File: src/rtl/led_pkg.sv
// rtl/led_pkg.sv - shared mode encodings and frame helpers for the LED PWM array
package led_pkg;

  localparam logic [1:0] MODE_OFF     = 2'd0;
  localparam logic [1:0] MODE_STEADY  = 2'd1;
  localparam logic [1:0] MODE_BLINK   = 2'd2;
  localparam logic [1:0] MODE_BREATHE = 2'd3;

  localparam int DEFAULT_STEP_CLKS = 12000;

  // Number of clocks in one colour PWM frame; a colour code of this value is fully on.
  function automatic int color_frame(input int color_w);
    return (1 << color_w) - 1;
  endfunction

endpackage

File: src/rtl/led_channel.sv
// rtl/led_channel.sv - one RGB LED: active settings, breathe level, PWM compare, pin register
module led_channel
  import led_pkg::*;
#(
  parameter int COLOR_W = 8
) (
  input  logic                   clk,
  input  logic                   rst,
  input  logic [COLOR_W-1:0]     cnt_color,
  input  logic [7:0]             env_step,
  input  logic                   breathe_tick,
  input  logic                   load,
  input  logic [3*COLOR_W-1:0]   load_color,
  input  logic [7:0]             load_dc,
  input  logic [1:0]             load_mode,
  output logic                   led_red,
  output logic                   led_green,
  output logic                   led_blue
);

  logic [3*COLOR_W-1:0] color_q, color_d;
  logic [7:0]           dc_q, dc_d;
  logic [1:0]           mode_q, mode_d;
  logic [7:0]           level_q, level_d;
  logic                 rising_q, rising_d;
  logic                 red_q, red_d;
  logic                 green_q, green_d;
  logic                 blue_q, blue_d;
  logic                 gate;

  // Breathe scales the colour code by level/256 so the whole LED fades uniformly.
  function automatic logic pwm_on(input logic [COLOR_W-1:0] cnt,
                                  input logic [COLOR_W-1:0] value,
                                  input logic [7:0]         level,
                                  input logic               breathe);
    logic [COLOR_W-1:0] eff;
    eff = breathe ? COLOR_W'(({8'd0, value} * {{COLOR_W{1'b0}}, level}) >> 8) : value;
    return cnt < eff;
  endfunction

  // Next active settings and breathe triangle; entering BREATHE restarts the ramp from dark.
  always_comb begin
    color_d  = color_q;
    dc_d     = dc_q;
    mode_d   = mode_q;
    level_d  = level_q;
    rising_d = rising_q;
    if (breathe_tick) begin
      if (rising_q) begin
        if (level_q == 8'hFF) rising_d = 1'b0;
        else                  level_d  = level_q + 8'd1;
      end else begin
        if (level_q == 8'h00) rising_d = 1'b1;
        else                  level_d  = level_q - 8'd1;
      end
    end
    if (load) begin
      color_d = load_color;
      dc_d    = load_dc;
      mode_d  = load_mode;
      if (load_mode == MODE_BREATHE && mode_q != MODE_BREATHE) begin
        level_d  = 8'd0;
        rising_d = 1'b1;
      end
    end
  end

  // Envelope gate and per-colour compare feeding the pin register.
  always_comb begin
    gate = 1'b0;
    case (mode_q)
      MODE_OFF:    gate = 1'b0;
      MODE_STEADY: gate = 1'b1;
      MODE_BLINK:  gate = (env_step < dc_q) || (dc_q == 8'hFF);
      default:     gate = 1'b1;
    endcase
    red_d   = gate & pwm_on(cnt_color, color_q[2*COLOR_W +: COLOR_W], level_q, mode_q == MODE_BREATHE);
    green_d = gate & pwm_on(cnt_color, color_q[COLOR_W +: COLOR_W],   level_q, mode_q == MODE_BREATHE);
    blue_d  = gate & pwm_on(cnt_color, color_q[0 +: COLOR_W],         level_q, mode_q == MODE_BREATHE);
  end

  // Channel state; reset drops the pins immediately.
  always_ff @(posedge clk or posedge rst) begin
    if (rst) begin
      color_q  <= '0;
      dc_q     <= '0;
      mode_q   <= MODE_OFF;
      level_q  <= '0;
      rising_q <= 1'b1;
      red_q    <= 1'b0;
      green_q  <= 1'b0;
      blue_q   <= 1'b0;
    end else begin
      color_q  <= color_d;
      dc_q     <= dc_d;
      mode_q   <= mode_d;
      level_q  <= level_d;
      rising_q <= rising_d;
      red_q    <= red_d;
      green_q  <= green_d;
      blue_q   <= blue_d;
    end
  end

  assign led_red   = red_q;
  assign led_green = green_q;
  assign led_blue  = blue_q;

endmodule

File: src/rtl/led_pwm_array.sv
// rtl/led_pwm_array.sv - shared time bases, staging and frame-aligned loading for N RGB LEDs
module led_pwm_array
  import led_pkg::*;
#(
  parameter int N_LEDS      = 3,
  parameter int COLOR_W     = 8,
  parameter int STEP_CLKS   = DEFAULT_STEP_CLKS,
  parameter int BREATHE_DIV = 4
) (
  input  logic                        clk,
  input  logic                        rst,
  input  logic [N_LEDS*3*COLOR_W-1:0] color_value,
  input  logic [N_LEDS*8-1:0]         dc_value,
  input  logic [N_LEDS*2-1:0]         mode,
  input  logic                        update,
  output logic [N_LEDS-1:0]           led_red,
  output logic [N_LEDS-1:0]           led_green,
  output logic [N_LEDS-1:0]           led_blue,
  output logic                        frame_sync
);

  localparam int STEP_W = (STEP_CLKS > 1) ? $clog2(STEP_CLKS) : 1;
  localparam int DIV_W  = (BREATHE_DIV > 1) ? $clog2(BREATHE_DIV) : 1;
  localparam logic [COLOR_W-1:0] LAST_COLOR = COLOR_W'(color_frame(COLOR_W) - 1);
  localparam logic [STEP_W-1:0]  LAST_STEP  = STEP_W'(STEP_CLKS - 1);
  localparam logic [DIV_W-1:0]   LAST_DIV   = DIV_W'(BREATHE_DIV - 1);

  logic [COLOR_W-1:0]          cnt_color_q, cnt_color_d;
  logic [STEP_W-1:0]           cnt_step_q, cnt_step_d;
  logic [7:0]                  env_step_q, env_step_d;
  logic [DIV_W-1:0]            div_q, div_d;
  logic [N_LEDS*3*COLOR_W-1:0] stg_color_q, stg_color_d;
  logic [N_LEDS*8-1:0]         stg_dc_q, stg_dc_d;
  logic [N_LEDS*2-1:0]         stg_mode_q, stg_mode_d;
  logic                        pending_q, pending_d;

  logic                        wrap;
  logic                        step_wrap;
  logic                        breathe_tick;
  logic                        load;
  logic [N_LEDS*3*COLOR_W-1:0] src_color;
  logic [N_LEDS*8-1:0]         src_dc;
  logic [N_LEDS*2-1:0]         src_mode;

  // Free-running colour frame, envelope step and breathe divider shared by every LED.
  always_comb begin
    wrap         = (cnt_color_q == LAST_COLOR);
    step_wrap    = (cnt_step_q == LAST_STEP);
    breathe_tick = step_wrap && (div_q == LAST_DIV);
    cnt_color_d  = wrap ? '0 : cnt_color_q + COLOR_W'(1);
    cnt_step_d   = step_wrap ? '0 : cnt_step_q + STEP_W'(1);
    env_step_d   = step_wrap ? env_step_q + 8'd1 : env_step_q;
    div_d        = div_q;
    if (step_wrap) div_d = (div_q == LAST_DIV) ? '0 : div_q + DIV_W'(1);
  end

  // Staging holds the latest request; an update on the wrap itself bypasses staging.
  always_comb begin
    stg_color_d = update ? color_value : stg_color_q;
    stg_dc_d    = update ? dc_value    : stg_dc_q;
    stg_mode_d  = update ? mode        : stg_mode_q;
    pending_d   = pending_q;
    if (update) pending_d = 1'b1;
    if (wrap)   pending_d = 1'b0;
    load      = wrap && (update || pending_q);
    src_color = update ? color_value : stg_color_q;
    src_dc    = update ? dc_value    : stg_dc_q;
    src_mode  = update ? mode        : stg_mode_q;
  end

  // Shared counters and staging registers.
  always_ff @(posedge clk or posedge rst) begin
    if (rst) begin
      cnt_color_q <= '0;
      cnt_step_q  <= '0;
      env_step_q  <= '0;
      div_q       <= '0;
      stg_color_q <= '0;
      stg_dc_q    <= '0;
      stg_mode_q  <= '0;
      pending_q   <= 1'b0;
    end else begin
      cnt_color_q <= cnt_color_d;
      cnt_step_q  <= cnt_step_d;
      env_step_q  <= env_step_d;
      div_q       <= div_d;
      stg_color_q <= stg_color_d;
      stg_dc_q    <= stg_dc_d;
      stg_mode_q  <= stg_mode_d;
      pending_q   <= pending_d;
    end
  end

  assign frame_sync = wrap;

  for (genvar g = 0; g < N_LEDS; g++) begin : g_led
    led_channel #(
      .COLOR_W(COLOR_W)
    ) u_channel (
      .clk          (clk),
      .rst          (rst),
      .cnt_color    (cnt_color_q),
      .env_step     (env_step_q),
      .breathe_tick (breathe_tick),
      .load         (load),
      .load_color   (src_color[g*3*COLOR_W +: 3*COLOR_W]),
      .load_dc      (src_dc[g*8 +: 8]),
      .load_mode    (src_mode[g*2 +: 2]),
      .led_red      (led_red[g]),
      .led_green    (led_green[g]),
      .led_blue     (led_blue[g])
    );
  end

endmodule
File: config.mk
export PLATFORM = sky130hd
export DESIGN_NAME = led_pwm_array
export DESIGN_NICKNAME = d
export VERILOG_FILES = /design/src/rtl/led_pkg.sv /design/src/rtl/led_channel.sv /design/src/rtl/led_pwm_array.sv
export SDC_FILE = /design/constraint.sdc
export NUM_CORES = 2
export LEC_CHECK = 0
export CAP_MARGIN = 20
export CORE_MARGIN = 2
export CORE_UTILIZATION = 38
export CTS_CLUSTER_SIZE = 30
export DETAILED_ROUTE_END_ITERATION = 8
export SLEW_MARGIN = 20
export SYNTH_ARGS = -nofsm -noshare
export SYNTH_HDL_FRONTEND = slang
export SYNTH_SLANG_ARGS = --single-unit
File: constraint.sdc
create_clock -name clk -period 10.3 [get_ports clk]
set_clock_uncertainty 0.05 [all_clocks]
set_input_delay 2.06 -clock clk [delete_from_list [all_inputs] [get_ports clk]]
set_output_delay 2.06 -clock clk [all_outputs]
set_load 0.02 [all_outputs]
---- Word level (Yosys, flattened, before mapping) ----
Index checks and enable logic that the tools add are counted.
W data, S select, Z words.
storage, ports and cells
  input port bits ......................... 105
  register bits after elaboration ......... 273
  output and inout port bits .............. 10
  word-level logic and storage cells ...... 165
operators by class
  mux-type cells .......................... 56
  bitwise operators ....................... 9
  order comparisons ....................... 12
  equal/unequal tests ..................... 21
  multipliers ............................. 9
  $add $sub $neg .......................... 10
  reductions and logical operators ........ 16
operators with widths
  operator                 count
  $mux W8                  28
  $mul A8 B8 Y16           9
  $lt A8 B8 Y1             12
  $mux W72                 1
  $eq A8 B8 Y1 const B     7
  $add A8 B1 Y8 const B    5
  $logic_not A8 Y1         3
  $mux W24                 1
  $sub A8 B1 Y8 const B    3
  $eq A2 B2 Y1 const B     10
  $mux W1                  20
  $add A14 B1 Y14 const B  1
  $eq A14 B14 Y1 const B   1
  $mux W14                 1
  $and A1 B1 Y1            9
  $logic_not A2 Y1         3
  $mux W6                  1
  $ne A2 B2 Y1 const B     3
  $pmux W1 S2              3
  $logic_and A1 B1 Y1      5
  $logic_or A1 B1 Y1       4
  $add A2 B1 Y2 const B    1
  $mux W2                  1
  $reduce_bool A2 Y1       1

---- Longest topological paths before layout ----
  word-level depth ........................ 6
  mapped depth ............................ 26

---- Modules after synthesis ----
A second synthesis with hierarchy kept.
second synthesis, totals
  cell total of the unflattened synthesis .. 3228
  area, all modules ....................... 31650.4 um^2
by module, submodules not included
  module                            area each (um^2)  cells an instance  instances
  led_channel (g_led[1].u_channel)  8805.9            962                1
  led_channel (g_led[2].u_channel)  8804.7            960                1
  led_channel (g_led[0].u_channel)  8783.4            955                1
  led_pwm_array                     5256.3            351                1

---- Worst setup path before layout ----
No wires, ideal clock.
  path type ............................... reg-to-reg
  start point ............................. register g_led[2].u_channel.level_q[4]
  end point ............................... register g_led[2].u_channel.green_q
  setup time .............................. 0.110 ns
  stages on the path, launching flop included .. 25
  slack ................................... 4.155 ns
  arrival ................................. 5.984 ns
  path through ............................ dfrtp_1 clkbuf_1 clkbuf_1 buf_1 nand2_1 fa_1 fa_1 inv_1 fa_1 inv_1 fa_1 inv_1 ha_1 a21oi_1 o211ai_1 a2111oi_0 o31ai_1 a21oi_1 xnor2_1 mux2i_1 ha_1 a21o_1 a21oi_1 o211ai_1 o41ai_1
between the ends
  word-level cells in the longest chain between the ends .. 4
RTL lines
  element                         line                text
  from (decl)                     led_channel.sv:24   logic [7:0] level_q, level_d;
  from (signal assigned)          led_channel.sv:97   level_q <= level_d;
  $mul A8 B8 Y16                  led_channel.sv:37   eff = breathe ? COLOR_W'(({8'd0, value} * {{COLOR_W{1'b0}}, level}) >> 8) : value;
  $mux W8                         led_channel.sv:37
  $lt A8 B8 Y1                    led_channel.sv:38   return cnt < eff;
  $and A1 B1 Y1                   led_channel.sv:78   green_d = gate & pwm_on(cnt_color, color_q[COLOR_W +: COLOR_W], level_q, mode_q == MODE_BREATHE);
  via g_led[2].u_channel.green_d  led_channel.sv:27   logic green_q, green_d;
  to (signal assigned)            led_channel.sv:100  green_q <= green_d;
  to (decl)                       led_channel.sv:27
The timed path passes the listed nets, and every way through them passes these cells.
A chain may end at the register's enable or synchronous reset.

---- Worst setup path in the final report ----
  start point ............................. register g_led[0].u_channel.level_q[3]
  end point ............................... register g_led[0].u_channel.red_q
between the ends
  word-level cells in the longest chain between the ends .. 4
RTL lines
  element                       line               text
  from (decl)                   led_channel.sv:24
  from (signal assigned)        led_channel.sv:97
  $mul A8 B8 Y16                led_channel.sv:37
  $mux W8                       led_channel.sv:37
  $lt A8 B8 Y1                  led_channel.sv:38
  $and A1 B1 Y1                 led_channel.sv:77  red_d = gate & pwm_on(cnt_color, color_q[2*COLOR_W +: COLOR_W], level_q, mode_q == MODE_BREATHE);
  via g_led[0].u_channel.red_d  led_channel.sv:26  logic red_q, red_d;
  to (signal assigned)          led_channel.sv:99  red_q <= red_d;
  to (decl)                     led_channel.sv:26
The timed path passes the listed nets, and every way through them passes these cells.

==> run_results.csv <==
group,metric,value,unit
run_status,status,"finished, final reports clean",
power_and_ir_drop,p_int,0.00249,W
sta,max_slew_margin,29.7,%
worst_setup_path,crit_type,"flip-flop to flip-flop",
logic_synthesis,synth_seq_area_share,21.8,%
place,post-dp-hpwl,55900,um
worst_setup_path,worstPathCellList,"nand2_1 > fa_1 > fa_1 > inv_1 > fa_1 > inv_1 > fa_1 > inv_1 > ha_1 > a21oi_1 > o211ai_1 > a2111oi_1 > o31ai_1 > a21oi_1 > xnor2_1 > mux2i_1 > ha_1 > a21o_1 > a21oi_1 > o211ai_1 > o41ai_1",
clock_tree,cts_tree,"yes",
global_route,antenna_found_initial,3,
final_layout,final_common_cell,"and2_1",
final_layout,drive_gt1_share,7.14,%
final_layout,final_cell_mix,"463 x and2_1, 447 x inv_1, 395 x ha_1, 382 x nand2_1, 315 x fa_1",
power_and_ir_drop,combPwrFrac,31.9,%
power_and_ir_drop,total_power,0.00376,W
final_layout,fillers,8020,
power_and_ir_drop,seqPwrFrac,31.7,%
logic_synthesis,synth-seq-cells,273,
worst_hold_path,hp-class,"flip-flop to flip-flop",
worst_setup_path,crit_fanout,28,
floorplanning,die_w,291,um
sta,finalCritPeriodShare,66.0,%
clock_tree,cts_setup_buffers,0,
logic_synthesis,synth_cells,3397,
power_and_ir_drop,power.switching,0.00127,W
routing,routed_wl,78600,um
place,routabilityCongestion,0.856,
routing,routedWlPerCell,17.3,um
logic_synthesis,yosysUniqueCellTypes,80,
sta,period_needed,6.79,ns
global_route,grt_pass1_wl,130000,um
worst_setup_path,path_common_cell,"fa_1",
sta,worstMarginPinSlew,1.06,ns
worst_setup_path,slowest_stage,"dfrtp_1",
worst_setup_path,r2r_cells,21,
worst_hold_path,min-delay-start,"cnt_step_q[4]$_DFF_PP0_",
floorplanning,die_area,84800,um^2
global_route,grtUsageTotal,19.0,%
global_route,grt.overflow.total,0,
worst_setup_path,arrival,7.20,ns
routing,first_iter_violations,1249,
clock_tree,clk_latency,0.59,ns
power_and_ir_drop,switching_share,33.7,%
power_and_ir_drop,pwr-share-clk,36.4,%
sta,finalHoldViolCount,0,
worst_setup_path,r2r_end,"g_led[0].u_channel.led_red$_DFF_PP0_",
clock_tree,cts_sinks,273,
global_route,grt_max_degree,111,
clock_tree,cts_buffers,38,
logic_synthesis,synthArstFlopShare,100,%
worst_setup_path,cpPeakStageDelay,0.96,ns
worst_setup_path,ff2ff_setup_slack,3.51,ns
place,port_buffers,114,
power_and_ir_drop,vdd_drop_max,92.2,uV
clock_tree,cts_buffer_depth,3,
logic_synthesis,yosys_warnings,0,
clock_tree,clockRootBuffer,"clkbuf_16",
routing,ant_nets,0,
sta,tns,0,ns
final_layout,syn_to_final_growth,11.0,%
sta,rsz0062_at_grt,"false",
routing,via_per_inst,5.11,
clock_tree,htreeDepth,2,
logic_synthesis,syn_area,31300,um^2
logic_synthesis,syn-num-nets,4212,
logic_synthesis,synth_edf_count,0,
routing,dr.pass1.iters,5,
global_route,grt_pass1_vias,23800,
floorplanning,start_util,38.3,%
routing,drc,0,
final_layout,final_util,42.5,%
logic_synthesis,avgSynthCellArea,9.22,um^2
logic_synthesis,synthFlopType,"dfrtp_1",
final_layout,fin_cells,4529,
clock_tree,cts-hold-fix-buffers,0,
sta,setup_viol,0,
worst_setup_path,reg2reg_from,"g_led[0].u_channel.level_q[3]$_DFF_PP0_",
final_layout,nNetsFinal,4243,
clock_tree,clkTransAtPathRegs,0.06,ns
floorplanning,core,81800,um^2
power_and_ir_drop,cellPowerDensity,108,nW/um^2
sta,fmax,147,MHz
run,drv_cap,0,
routing,vias,23100,
floorplanning,io_pins,115,
worst_setup_path,startpoint_type,"flip-flop",
clock_tree,cts_resized,0,
power_and_ir_drop,p_leak,17.4,nW
place,dp_cells,4458,
worst_hold_path,hold_end,"cnt_step_q[4]$_DFF_PP0_",
worst_setup_path,endpoint_kind,"flip-flop",
floorplanning,die_h,291,um
worst_setup_path,required,10.70,ns
worst_hold_path,whs_path_depth,1,
sta,finalMaxSlewViolations,0,
floorplanning,rows,105,
## cell families (layout without fill, tap and decap cells)
logic type / count (synthesis) / count (layout) / synth area share, %
fa+ha+maj: 710 / 710 / 35.9
mux: 128 / 128 / 4.50
flops: 273 / 273 / 21.8
simple gates: 1183 / 1183 / 19.5
compound gates: 398 / 398 / 8.22
buf+inv: 615 / 676 / 7.56
xor+xnor: 90 / 90 / 2.52
other cells: 0 / 1 / 0
## per-layer routing
layer	vias to the layer above	routed length (um)	global-route usage, %
li1	11100	-	-
met1	11500	38100	27.2
met2	451	35900	31.1
met3	81	3440	2.57
met4	4	1090	3.41
met5	-	23	0
## worst max path at each step
stage / from / cells after the start / to / slack (ns)
floorplan: rst / 1 / cnt_color_q[0]$_DFF_PP0_ / 0.67
global placement: g_led[2].u_channel.level_q[3]$_DFF_PP0_ / 21 / g_led[2].u_channel.led_green$_DFF_PP0_ / 3.49
detailed placement: g_led[2].u_channel.level_q[3]$_DFF_PP0_ / 21 / g_led[2].u_channel.led_green$_DFF_PP0_ / 3.35
CTS: g_led[2].u_channel.level_q[3]$_DFF_PP0_ / 21 / g_led[2].u_channel.led_green$_DFF_PP0_ / 3.35
global route: g_led[0].u_channel.level_q[3]$_DFF_PP0_ / 21 / g_led[0].u_channel.led_red$_DFF_PP0_ / 2.93
finish: g_led[0].u_channel.level_q[3]$_DFF_PP0_ / 21 / g_led[0].u_channel.led_red$_DFF_PP0_ / 3.51
## registers in the layout, indices dropped and copies added (netlist names)
name	cells
g_led.u_channel.rising_q	3
g_led.u_channel.mode_q	6
stg_color_q	72
pending_q	1
cnt_step_q	14
g_led.u_channel.led_green	3
stg_mode_q	6
env_step_q	8
g_led.u_channel.dc_q	24
g_led.u_channel.led_red	3
g_led.u_channel.color_q	72
stg_dc_q	24
div_q	2
g_led.u_channel.led_blue	3
g_led.u_channel.level_q	24
cnt_color_q	8
## cells in the mapped netlist (8+ instances only)
library cell | count | area, um^2
dfrtp_1 | 270 | 6760
a21o_1 | 26 | 195
nor2_1 | 132 | 495
nand2_1 | 382 | 1430
buf_4 | 11 | 82.6
a2111oi_0 | 8 | 70.1
xor2_1 | 29 | 254
xnor2_1 | 61 | 534
fa_1 | 315 | 6310
nand4b_1 | 8 | 70.1
mux2i_1 | 26 | 260
inv_1 | 448 | 1680
o31ai_1 | 12 | 90.1
buf_1 | 25 | 93.8
o21ai_0 | 86 | 430
and2_1 | 463 | 2900
ha_1 | 395 | 4940
nor3_1 | 46 | 230
nand4_1 | 33 | 206
a21oi_1 | 134 | 671
nand3_1 | 40 | 200
and3_1 | 11 | 68.8
or3_1 | 13 | 81.3
o22ai_1 | 8 | 50.1
o21a_1 | 8 | 60.1
clkbuf_1 | 113 | 424
o211ai_1 | 12 | 90.1
buf_2 | 15 | 75.1
a211oi_1 | 15 | 113
mux2_2 | 102 | 1150
nor2b_1 | 11 | 68.8
nand2b_1 | 10 | 62.6
## worst max-delay path: cells and delay by family, from the launching register on
family	cells	cell delay (ns)
DFF	1	0.96
buffers and inverters	3	0.14
and+or+nand+nor	1	0.19
muxes	1	0.09
adders and majority gates	6	2.65
xor gates and xnor gates	1	0.16
AOI/OAI and AO/OA	9	2.40
## power by group through the flow
stage	clock network (W)	registers [W]	logic [W]
2_1_floorplan	0	0.00118	0.000946
3_3_place_gp	0	0.00121	0.00119
3_5_place_dp	0	0.00121	0.00120
4_1_cts	0.00141	0.00119	0.00122
5_1_grt	0.00145	0.00120	0.00141
6_report	0.00137	0.00119	0.00120
## metrics by stage
stage	area, um^2	hold WS (ns)	worst slack (ns)
6_report	34800	0.428	3.51
5_1_grt	34800	0.461	2.93
4_1_cts	34800	0.428	3.35
3_5_place_dp	33500	0.416	3.35
3_3_place_gp	33500	0.413	3.49
2_1_floorplan	31300	0.396	0.671
## cell type report
| type | count | area [um^2] | share of cell area, % |
|---|---|---|---|
| multi-input combinational | 2509 | 22200 | 63.7 |
| sequential | 273 | 6840 | 19.7 |
| inverter | 450 | 1700 | 4.88 |
| timing repair buffer | 156 | 1450 | 4.18 |
| tap | 1070 | 1340 | 3.85 |
| clock buffer | 48 | 1030 | 2.96 |
| clock inverter | 22 | 272 | 0.781 |
| antenna | 1 | 2.50 | 0.00719 |
(Power assumes the default switching activity.)
